<file path="src/rtl/packet_assembler_buffered.sv">
// packet_assembler_buffered: one-entry staged data-island packet assembler
// with per-codeword BCH parity, null-packet fill and truncated-island abort.
module packet_assembler_buffered #(
  parameter int         SUB_COUNT     = 4,
  parameter logic [7:0] ECC_POLY      = 8'h83,
  parameter bit         NULL_ON_EMPTY = 1'b1
) (
  input  logic                    clk_pixel,
  input  logic                    reset,
  input  logic                    data_island_period,
  input  logic                    in_valid,
  output logic                    in_ready,
  input  logic [23:0]             in_header,
  input  logic [SUB_COUNT*56-1:0] in_sub,
  output logic [2*SUB_COUNT:0]    packet_data,
  output logic                    packet_enable,
  output logic                    underflow,
  output logic                    aborted
);
  localparam int SW = SUB_COUNT * 56;

  function automatic logic [7:0] ecc_step(
    input logic [7:0] e,
    input logic       b
  );
    return (e[0] ^ b) ? ((e >> 1) ^ ECC_POLY) : (e >> 1);
  endfunction

  logic [4:0]    counter;
  logic [7:0]    hdr_par;
  logic [7:0]    hdr_par_nx;
  logic [7:0]    sub_par    [SUB_COUNT];
  logic [7:0]    sub_par_nx [SUB_COUNT];
  logic [63:0]   sub_code   [SUB_COUNT];
  logic [31:0]   hdr_code;
  logic [23:0]   stage_hdr;
  logic [SW-1:0] stage_sub;
  logic          stage_valid;
  logic [23:0]   act_hdr;
  logic [SW-1:0] act_sub;
  logic          active_fresh;

  logic done;
  logic abort_c;
  logic slot_start;
  logic load;
  logic wr;
  logic par_clr;

  assign done       = data_island_period && (counter == 5'd31);
  assign abort_c    = !data_island_period && (counter != 5'd0);
  assign slot_start = data_island_period && (counter == 5'd0);
  assign load       = stage_valid
                    && (!active_fresh || done || abort_c)
                    && (!data_island_period || done);
  assign wr         = in_valid && !stage_valid;
  assign par_clr    = !data_island_period || done;

  assign in_ready      = !stage_valid;
  assign underflow     = slot_start && !active_fresh;
  assign packet_enable = slot_start && (active_fresh || NULL_ON_EMPTY);
  assign aborted       = abort_c;

  always_comb begin
    hdr_code = {hdr_par, act_hdr};
    for (int i = 0; i < SUB_COUNT; i++) begin
      sub_code[i] = {sub_par[i], act_sub[i*56 +: 56]};
    end
  end

  // parity accumulates over the data bits already sent this slot
  always_comb begin
    hdr_par_nx = hdr_par;
    if (par_clr) begin
      hdr_par_nx = '0;
    end else if (counter < 5'd24) begin
      hdr_par_nx = ecc_step(hdr_par, hdr_code[counter]);
    end
    for (int i = 0; i < SUB_COUNT; i++) begin
      sub_par_nx[i] = sub_par[i];
      if (par_clr) begin
        sub_par_nx[i] = '0;
      end else if (counter < 5'd28) begin
        sub_par_nx[i] = ecc_step(
          ecc_step(sub_par[i], sub_code[i][{counter, 1'b0}]),
          sub_code[i][{counter, 1'b1}]);
      end
    end
  end

  always_comb begin
    packet_data    = '0;
    packet_data[0] = hdr_code[counter];
    for (int i = 0; i < SUB_COUNT; i++) begin
      packet_data[i+1]           = sub_code[i][{counter, 1'b0}];
      packet_data[SUB_COUNT+1+i] = sub_code[i][{counter, 1'b1}];
    end
  end

  always_ff @(posedge clk_pixel or posedge reset) begin
    if (reset) begin
      counter      <= '0;
      hdr_par      <= '0;
      for (int i = 0; i < SUB_COUNT; i++) sub_par[i] <= '0;
      stage_hdr    <= '0;
      stage_sub    <= '0;
      stage_valid  <= 1'b0;
      act_hdr      <= '0;
      act_sub      <= '0;
      active_fresh <= 1'b0;
    end else begin
      counter <= data_island_period ? counter + 5'd1 : 5'd0;
      hdr_par <= hdr_par_nx;
      for (int i = 0; i < SUB_COUNT; i++) sub_par[i] <= sub_par_nx[i];
      if (load) begin
        act_hdr      <= stage_hdr;
        act_sub      <= stage_sub;
        active_fresh <= 1'b1;
        stage_valid  <= 1'b0;
      end else if (done || abort_c) begin
        act_hdr      <= '0;
        act_sub      <= '0;
        active_fresh <= 1'b0;
      end
      if (wr) begin
        stage_hdr   <= in_header;
        stage_sub   <= in_sub;
        stage_valid <= 1'b1;
      end
    end
  end

endmodule

</file>
<file path="config.mk">
export PLATFORM = sky130hd
export DESIGN_NAME = packet_assembler_buffered
export DESIGN_NICKNAME = d
export VERILOG_FILES = /design/src/rtl/packet_assembler_buffered.sv
export SDC_FILE = /design/constraint.sdc
export NUM_CORES = 1
export LEC_CHECK = 0
export ABC_AREA = 1
export ABC_CLOCK_PERIOD_IN_PS = 18100
export CORE_MARGIN = 1
export CORE_UTILIZATION = 30
export DETAILED_ROUTE_END_ITERATION = 10
export PLACE_DENSITY = 0.56
export SLEW_MARGIN = 20
export SYNTH_ARGS = -nofsm -noshare
export SYNTH_HDL_FRONTEND = slang
export SYNTH_SLANG_ARGS = --single-unit
export TNS_END_PERCENT = 20
</file>
<file path="constraint.sdc">
create_clock -name clk_pixel -period 18.1 [get_ports clk_pixel]
set_input_delay 1.81 -clock clk_pixel [delete_from_list [all_inputs] [get_ports clk_pixel]]
set_output_delay 1.81 -clock clk_pixel [all_outputs]
set_load 0.01 [all_outputs]
</file>
==> results.md, run 1 <==
* Final worst path period need at 6.30 ns
* Netlist cell types at 30
* Max Freq at 0.159 GHz
* Avg WL per Cell at 17.0 µm
* Die X at 284 µm
* Sequential area share after synthesis at 0.570
* DRT iter0 DRCs at 1239
* Finished Core Util at 0.373
* Multi-input gate area at 0.00810 mm²
* Die area at 0.0805 mm²
* Fill count at 7964
* Worst-Skew Late Latency at 0.62 ns
* Row cnt at 102
* Syn_nets at 2900
* Most frequent cell after synthesis: dfrtp_1
* Top post-synthesis cells by count: dfrtp_1, nand2_1, nand3_1, inv_1, a21oi_1
* Number of global-route vias before repair at 18254
* Largest net degree at the start of global routing at 158
* Final setup fails at 0
* Starting Density at 0.306
* Dominant cell type by area after synthesis: dfrtp_1
* Vias per Instance at 4.65
* Die H at 284 µm
* Total number of vias at 18173
* Setup total negative slack at 0 ns
* # Max-Cap Violations at 0
* DRT Pass-1 Iters at 7
* Gate Count Post-Synth at 2645
* Top Ports at 265
* Post-route ant nets at 0
* Top-area cell type share of the netlist area at 0.570
* Final Cycle Share at 0.348
* Area contributors post-synth: dfrtp_1, nand2_1, nand3_1
* CTS tree: built
* Cts bufs inserted at 61
* #FFs+latches synth at 543
* Hold Crit Class: reg -> reg
* YS warnings at 0
* Longest Clk Path Bufs at 3
* Grt ovf at 0
* Final #Nets at 3076
* Syn_area_per_cell at 9.01 µm²
* Req. time, crit path at 16.29 ns
* Final wirelength at 66500 µm
* EDFF count, synth at 0
* Final Hold Fails at 0
* Worst slew pin tran at 0.999 ns
* Fin worst setup slack at 11.80 ns
* Area Overhead vs Synth at 22.1%
* CP endpoint kind: primary output
* Hold-fix buffers, CTS at 0
* Power Density at 158 mW/mm²
* Slew headroom at 0.334
* Port-buffer cells at 264
* DR DRC count at 0
* Post-CTS Setup Inserts at 0
* Setup Skew at 0.0190 ns
* Post_cts resized at 0
* CP Class: reg -> out
* Fraction of layout cells with a size suffix above 1 at 0.0831
* RSZ-0062 raised after global routing: false
* Pleak at 13.6 nW
* Critical path fanouts, max at 85
* Crit path DAT at 4.49 ns
* Async SR Flop Fraction at 1.00
* Mapped Area at 0.0238 mm²
* Design area at 0.0291 mm²
* First-pass GRT wire length at 105000 µm
* GRT Total Usage at 0.165
* Setup WS pre-CTS at 12.26 ns
* Outcome: completed
* CTS root buffer: clkbuf_16
* Worst VDD drop at 0.0904 mV
* Final Max Tran Viols at 0
* Clock-pin slew on the worst setup and hold paths at 0.06 ns
* Area after DPL at 0.0271 mm²
* Register area at 0.0136 mm²
* Top_reg_cell synth: dfrtp_1
* Core area at 0.0780 mm²
* Placer's final routability congestion estimate at 0.750
* Clk sinks at 543
* CTS H-tree depth at 2
* Initial antenna violation count at 2
* Post-DP HPWL at 41600 µm
* Startpoint class of the critical path: flip-flop
==> path summary, 6_finish.rpt <==
path	cells past startpoint	to	slack [ns]	from
worst max-delay path	9	packet_data[0]	11.80	counter[0]
worst min-delay path	2	act_hdr[18]	0.46	stage_hdr[18]
worst max register to register	13	sub_code[191]	12.91	counter[0]
worst min register to register	2	act_hdr[18]	0.46	stage_hdr[18]
max in group asynchronous	4	stage_sub[202]	14.08	reset
min in group asynchronous	2	stage_sub[26]	1.71	reset
==> logic make-up (layout without fill, tap and decap cells) <==
logic type | count (synthesis) | count (layout) | synth area share
compound gates | 497 | 497 | 0.115
xor+xnor | 4 | 4 | 0.00378
flops | 543 | 543 | 0.570
fa+ha+maj | 3 | 3 | 0.00158
other cells | 0 | 2 | 0
buf+inv | 507 | 725 | 0.0910
simple gates | 1006 | 1006 | 0.178
mux | 85 | 85 | 0.0401
==> where the power goes <==
part | leakage [nW] | switching (mW) | internal [mW]
registers | 6.63 | 0.237 | 1.78
logic | 6.02 | 0.805 | 0.522
clock network | 0.973 | 0.503 | 0.744
==> metal layers <==
layer	track usage	share of wire	up-vias
met3	0.0264	0.042	94
met2	0.265	0.46	328
met1	0.228	0.47	8808
met5	0	0	-
li1	-	-	8943
met4	0.0481	0.024	0
==> worst max-delay path: stages, from the launching register on <==
cell,delay (ns)
dfrtp_4,0.86
buf_4,0.78
buf_4,0.66
a21oi_1,0.15
o21ai_0,0.11
nand3_1,0.10
o2111ai_1,0.13
nand3_1,0.17
nand2_2,0.12
clkdlybuf4s50_1,0.64
==> per-stage QoR <==
step	instances	power (mW)	hold slack [ns]
final	3905	4.59	0.461
after global routing	3904	4.94	0.488
after CTS	3903	4.66	0.469
after detailed placement	3798	3.39	0.458
after global placement	3798	3.36	0.448
after floorplan	2645	2.97	0.444
==> registers in the layout, indices dropped and copies added, names as in the netlist <==
name / count
counter: 5
sub_code: 32
hdr_par: 8
stage_hdr: 24
act_sub: 224
stage_sub: 224
stage_valid: 1
act_hdr: 24
active_fresh: 1
==> area by class of cell <==
type | instances | share of cell area
inverters | 332 | 0.0433
repair buffers | 288 | 0.0977
multi-input cells | 1595 | 0.278
flip-flops and latches | 543 | 0.467
clock inverters | 19 | 0.00907
well taps | 1040 | 0.0447
diodes | 2 | 0.000172
clock buffers | 86 | 0.0595
==> placed cells by master (no fill, tap or decap), drive strengths merged, types with 2 or more instances in the layout <==
cell type      count
o21ai            185
nor2             185
diode              2
a31oi              2
bufinv             6
nor3               2
clkinv             9
dfrtp            543
clkdlybuf4s50    264
clkbuf            86
clkinvlp           3
xnor3              4
a21oi            186
a21boi             4
o22ai            103
ha                 3
o211ai            16
nand3            335
inv              333
mux2              84
buf               24
nand2            484
Power figures use the tool's default switching activity.
==> run 2: changes to the inputs <==
--- a/config.mk
+++ b/config.mk
@@ -6,7 +6,7 @@
 export NUM_CORES = 1
 export LEC_CHECK = 0
 export ABC_AREA = 1
-export ABC_CLOCK_PERIOD_IN_PS = 18100
+export ABC_CLOCK_PERIOD_IN_PS = 5600
 export CORE_MARGIN = 1
 export CORE_UTILIZATION = 30
 export DETAILED_ROUTE_END_ITERATION = 10
==> constraint.sdc (replaced) <==
create_clock -name clk_pixel -period 5.6 [get_ports clk_pixel]
set_input_delay 0.56 -clock clk_pixel [delete_from_list [all_inputs] [get_ports clk_pixel]]
set_output_delay 0.56 -clock clk_pixel [all_outputs]
set_load 0.01 [all_outputs]
==> run 2 against run 1 <==
Final area increased by 0.19%. Combinational power increased to 3.3 times the previous value. Wire length decreased by 1.0%. Core utilization increased by 0.072 points. Non-clock buffer count increased by 1. Sequential share of layout area decreased by 0.090 points. Worst setup slack got worse by 11 ns. Clock skew increased by 0.0051 ns. Register-to-register slack got worse by 11 ns. Critical path depth unchanged.
==> results.md, run 2 (same netlist as run 1, synthesis figures left out) <==
* Die area at 0.0805 mm²
* Final Hold Fails at 0
* Largest net degree at the start of global routing at 147
* Cts bufs inserted at 61
* Psw at 5.10 mW
* Final setup fails at 0
* First-pass GRT wire length at 104000 µm
* Most common cell after layout, fill and taps aside: dfrtp_1
* Reg2reg start: counter[1]
* DRT iter0 DRCs at 1303
* Die X at 284 µm
* CP Class: reg -> out
* Req. time, crit path at 5.04 ns
* Hold-fix buffers, CTS at 0
* DR DRC count at 0
* Finished Core Util at 0.374
* Longest Clk Path Bufs at 3
* GRT Total Usage at 0.162
* Ant diodes at 0
* Register area at 0.0136 mm²
* Hold Crit Class: reg -> reg
* Post-route ant nets at 0
* Combinational share of power at 0.295
* Pleak at 13.6 nW
* R2R cell count at 11
* Post_cts resized at 0
* RR Endpoint: act_sub[23]
* Post-DP HPWL at 42300 µm
* Placer's final routability congestion estimate at 0.766
* CTS H-tree depth at 2
* Setup Skew at 0.0242 ns
* DRT Pass-1 Iters at 5
* Worst-Skew Late Latency at 0.62 ns
* Total number of vias at 18047
* Clock-pin slew on the worst setup and hold paths at 0.06 ns
* Sw Share at 0.343
* Vias per Instance at 4.62
* Grt ovf at 0
* Clk sinks at 543
* Critical path fanouts, max at 44
* CP endpoint kind: primary output
* Startpoint class of the critical path: flip-flop
* Outcome: completed
* RSZ-0062 raised after global routing: false
* Worst slew pin tran at 0.964 ns
* Final worst path period need at 4.42 ns
* Design internal power at 9.77 mW
* Most frequent cells in the layout: dfrtp_1, nand2_1, nand3_1
* Final wirelength at 65800 µm
* Core area at 0.0780 mm²
* Port-buffer cells at 264
* Die H at 284 µm
* CTS root buffer: clkbuf_16
* Post-CTS Setup Inserts at 0
* Fraction of layout cells with a size suffix above 1 at 0.0854
* Multi-input gate area at 0.00810 mm²
* Top Ports at 265
* Slew headroom at 0.356
* Hold Path Depth at 2
* Worst hold endpoint: act_hdr[2]
* Area Overhead vs Synth at 22.4%
* Number of global-route vias before repair at 18154
* # Max-Cap Violations at 0
* Worst VDD drop at 0.354 mV
* HP Start: stage_hdr[2]
* Crit path DAT at 3.86 ns
* Row cnt at 102
* Overall power at 14.9 mW
* CTS tree: built
* Starting Density at 0.306
* Final Max Tran Viols at 0
* Final Cycle Share at 0.790
* Final #Nets at 3077
* Seq pwr share at 0.439
* Avg WL per Cell at 16.8 µm
* Initial antenna violation count at 0
* Clock share of power at 0.266
* Reg2Reg Setup Slack at 1.71 ns
* Max Freq at 0.226 GHz
* Power Density at 510 mW/mm²
* Fill count at 7943
* WHS at 0.461 ns
==> run 2: changes by cell type in the layout (fill, tap and decap cells not counted), sizes merged <==
cell | before | now
buf | 24 | 25
bufinv | 6 | 5
clkinvlp | 3 | 8
diode | 2 | 0
clkinv | 9 | 16
inv | 333 | 334
clkbuf | 86 | 78
==> run 2: final cells by class <==
type / instances / share of cell area
multi-input cells: 1595 / 0.278
clock inverters: 31 / 0.0109
repair buffers: 289 / 0.101
flip-flops and latches: 543 / 0.466
well taps: 1040 / 0.0446
inverters: 332 / 0.0430
clock buffers: 78 / 0.0563
==> run 2: layer usage <==
| metal | up-vias | GRT usage | wire length, µm | share of wire |
|---|---|---|---|---|
| met5 | - | 0 | 0 | 0 |
| met2 | 320 | 0.259 | 30300 | 0.46 |
| met1 | 8675 | 0.223 | 31000 | 0.47 |
| met3 | 89 | 0.0314 | 3060 | 0.046 |
| li1 | 8963 | - | - | - |
| met4 | 0 | 0.0418 | 1470 | 0.022 |
==> run 2: how the worst max path moves through the flow <==
stage	startpoint	endpoint	slack [ns]	cells past startpoint
5_1_grt	counter[0]	packet_data[3]	0.90	8
3_5_place_dp	counter[1]	act_sub[99]	1.68	12
3_3_place_gp	counter[1]	act_sub[104]	1.73	10
2_1_floorplan	reset	act_hdr[0]	-2.35	1
6_report	counter[0]	packet_data[1]	1.18	9
4_1_cts	counter[0]	packet_data[1]	1.05	9
==> run 2: per-stage QoR <==
stage	setup TNS, ns	instance area (µm²)	instances	setup slack (ns)
after floorplan	-1273.84	23800	2645	-2.35
after global placement	0	27200	3799	1.73
after detailed placement	0	27200	3799	1.68
after CTS	0	29200	3908	1.05
after global routing	0	29200	3908	0.898
final	0	29200	3908	1.18
==> run 2: power by group through the flow <==
stage | clock network [mW] | registers [mW] | logic [mW]
finish | 3.96 | 6.52 | 4.39
global route | 4.23 | 6.74 | 5.02
CTS | 4.08 | 6.53 | 4.47
detailed placement | 0 | 6.60 | 4.45
global placement | 0 | 6.57 | 4.38
floorplan | 0 | 6.38 | 3.23
==> run 2: worst max-delay path, stage by stage, from the launching register on <==
cell	delay, ns
dfrtp_4	0.67
inv_4	0.46
buf_4	0.59
nand2_1	0.10
nand3_1	0.11
nand3_1	0.16
o211ai_1	0.17
nand3_1	0.15
nand2_1	0.17
clkdlybuf4s50_1	0.65
==> run 3: changes to the inputs <==
--- a/config.mk
+++ b/config.mk
@@ -6,11 +6,11 @@
 export NUM_CORES = 1
 export LEC_CHECK = 0
 export ABC_AREA = 1
-export ABC_CLOCK_PERIOD_IN_PS = 5600
+export ABC_CLOCK_PERIOD_IN_PS = 4500
 export CORE_MARGIN = 1
 export CORE_UTILIZATION = 30
 export DETAILED_ROUTE_END_ITERATION = 10
-export PLACE_DENSITY = 0.56
+export PLACE_DENSITY = 0.54
 export SLEW_MARGIN = 20
 export SYNTH_ARGS = -nofsm -noshare
 export SYNTH_HDL_FRONTEND = slang
==> constraint.sdc (replaced) <==
create_clock -name clk_pixel -period 4.5 [get_ports clk_pixel]
set_input_delay 0.45 -clock clk_pixel [delete_from_list [all_inputs] [get_ports clk_pixel]]
set_output_delay 0.45 -clock clk_pixel [all_outputs]
set_load 0.01 [all_outputs]
==> run 3 against run 2 <==
Core utilization rose by 0.32 points. Critical path depth fell by 1. Global-route usage rose by 0.50 points. Count of clock-buffer cells in the layout rose by 14. Total power rose by 25%. Die area did not move. Sequential cell count did not move. Register-to-register slack got worse by 0.63 ns. Worst setup slack got worse by 0.68 ns. Largest power group unchanged.
==> results.md, run 3 (same netlist as run 1, synthesis figures left out) <==
* RR Endpoint: sub_code[191]
* Hold-fix buffers, CTS at 0
* Final wirelength at 67100 µm
* Setup Skew at 0.0153 ns
* Largest net degree at the start of global routing at 158
* Clock share of power at 0.265
* Initial antenna violation count at 1
* Crit path DAT at 3.55 ns
* Design internal power at 12.2 mW
* Die X at 284 µm
* Row cnt at 102
* Worst-Skew Late Latency at 0.61 ns
* RSZ-0062 raised after global routing: false
* CTS tree: built
* CTS H-tree depth at 2
* Final Cycle Share at 0.889
* Longest Clk Path Bufs at 3
* Worst VDD drop at 0.367 mV
* CP endpoint kind: primary output
* Combinational share of power at 0.297
* Reg2reg start: counter[1]
* GRT Total Usage at 0.167
* Final worst path period need at 4.00 ns
* Seq pwr share at 0.438
* Post-CTS Setup Inserts at 0
* Power Density at 633 mW/mm²
* Die area at 0.0805 mm²
* Final Max Tran Viols at 0
* Top Ports at 265
* Most common cell after layout, fill and taps aside: dfrtp_1
* Core area at 0.0780 mm²
* Die H at 284 µm
* DRT iter0 DRCs at 1156
* Post-route ant nets at 0
* Number of global-route vias before repair at 18398
* Most frequent cells in the layout: dfrtp_1, nand2_1, nand3_1
* Clock-pin slew on the worst setup and hold paths at 0.06 ns
* Vias per Instance at 4.63
* Area Overhead vs Synth at 23.4%
* CP Class: reg -> out
* Post-DP HPWL at 45000 µm
* R2R cell count at 13
* Slowest stage delay, CP at 0.71 ns
* Slew headroom at 0.340
* Finished Core Util at 0.377
* Req. time, crit path at 4.05 ns
* Final setup fails at 0
* # Max-Cap Violations at 0
* Outcome: completed
* Worst path slowest cell: buf_4
* Worst slew pin tran at 0.990 ns
* Final Hold Fails at 0
* Design area at 0.0294 mm²
* DRT Pass-1 Iters at 7
* Hold Crit Class: in -> async
* Sw Share at 0.343
* Psw at 6.39 mW
* Area after DPL at 0.0274 mm²
* Port-buffer cells at 264
* Final #Nets at 3092
* Starting Density at 0.306
* First-pass GRT wire length at 107000 µm
* Reg2Reg Setup Slack at 1.08 ns
* Total number of vias at 18172
* Fraction of layout cells with a size suffix above 1 at 0.0911
* Pleak at 13.8 nW
* Startpoint class of the critical path: flip-flop
* CTS root buffer: clkbuf_16
* Cells along the critical path: buf_4 > nand2_1 > nand3_1 > nand3_1 > o211ai_1 > nand3_1 > nand2_2 > clkdlybuf4s50_1
* Avg WL per Cell at 17.1 µm
* DR DRC count at 0
* Fill count at 7948
* Post_cts resized at 0
* Clk sinks at 543
* Most frequent CP cell: nand3_1
* Max Freq at 0.250 GHz
* Cts bufs inserted at 60
* Critical path fanouts, max at 83
* Grt ovf at 0
* Placer's final routability congestion estimate at 0.787
==> run 3: changes by cell type in the layout (fill, tap and decap cells not counted), sizes merged <==
cell | previous run | this run
buf | 25 | 41
bufinv | 5 | 2
clkbuf | 78 | 92
clkinv | 16 | 13
clkinvlp | 8 | 4
diode | 0 | 1
inv | 334 | 333
==> run 3: worst max path at each step <==
stage               startpoint              to  slack (ns)
CTS                 counter[0]  packet_data[3]        0.40
floorplan                reset      act_hdr[0]       -3.34
global placement    counter[0]  packet_data[3]        1.07
finish              counter[0]  packet_data[3]        0.50
detailed placement  counter[1]     stage_valid        1.02
global route        counter[0]  packet_data[3]        0.21
==> run 3: power by group through the flow <==
stage	sequential, mW	combinational (mW)	clock [mW]
after floorplan	7.94	4.03	0
after global placement	8.22	5.56	0
after detailed placement	8.26	5.64	0
after CTS	8.18	5.66	5.06
after global routing	8.43	6.34	5.25
final	8.16	5.54	4.93
==> run 3: routing by layer <==
layer	vias up	wire (µm)	track usage
met1	8751	31000	0.229
met5	-	0	0
met2	366	31900	0.272
met4	0	1180	0.0416
li1	8977	-	-
met3	78	3040	0.0292
==> run 3: final cells by class <==
type	count	area [µm²]	area share
antenna	1	2.50	0.0000851
clock buffer	92	1820	0.0620
clock inverter	20	173	0.00587
inverter	332	1250	0.0427
multi-input combinational	1595	8100	0.276
sequential	543	13600	0.462
tap	1040	1300	0.0443
timing repair buffer	305	3150	0.107
==> run 3: critical path, delay by kind of cell (launching register included) <==
| family | cells | cell delay, ns |
|---|---|---|
| buffers and inverters | 2 | 1.32 |
| AND/OR/NAND/NOR | 5 | 0.72 |
| flip-flops | 1 | 0.64 |
| AO/OA/AOI/OAI | 1 | 0.18 |
==> run 3: per-stage QoR <==
step                TNS [ns]  instances  hold slack (ns)  power, mW  setup slack (ns)
CTS                        0       3927            0.340       18.9             0.404
finish                     0       3928            0.334       18.6             0.499
detailed placement         0       3815            0.459       13.9              1.02
global route               0       3928            0.400       20.0             0.208
global placement           0       3815            0.456       13.8              1.07
floorplan           -1811.41       2645            0.444       12.0             -3.34
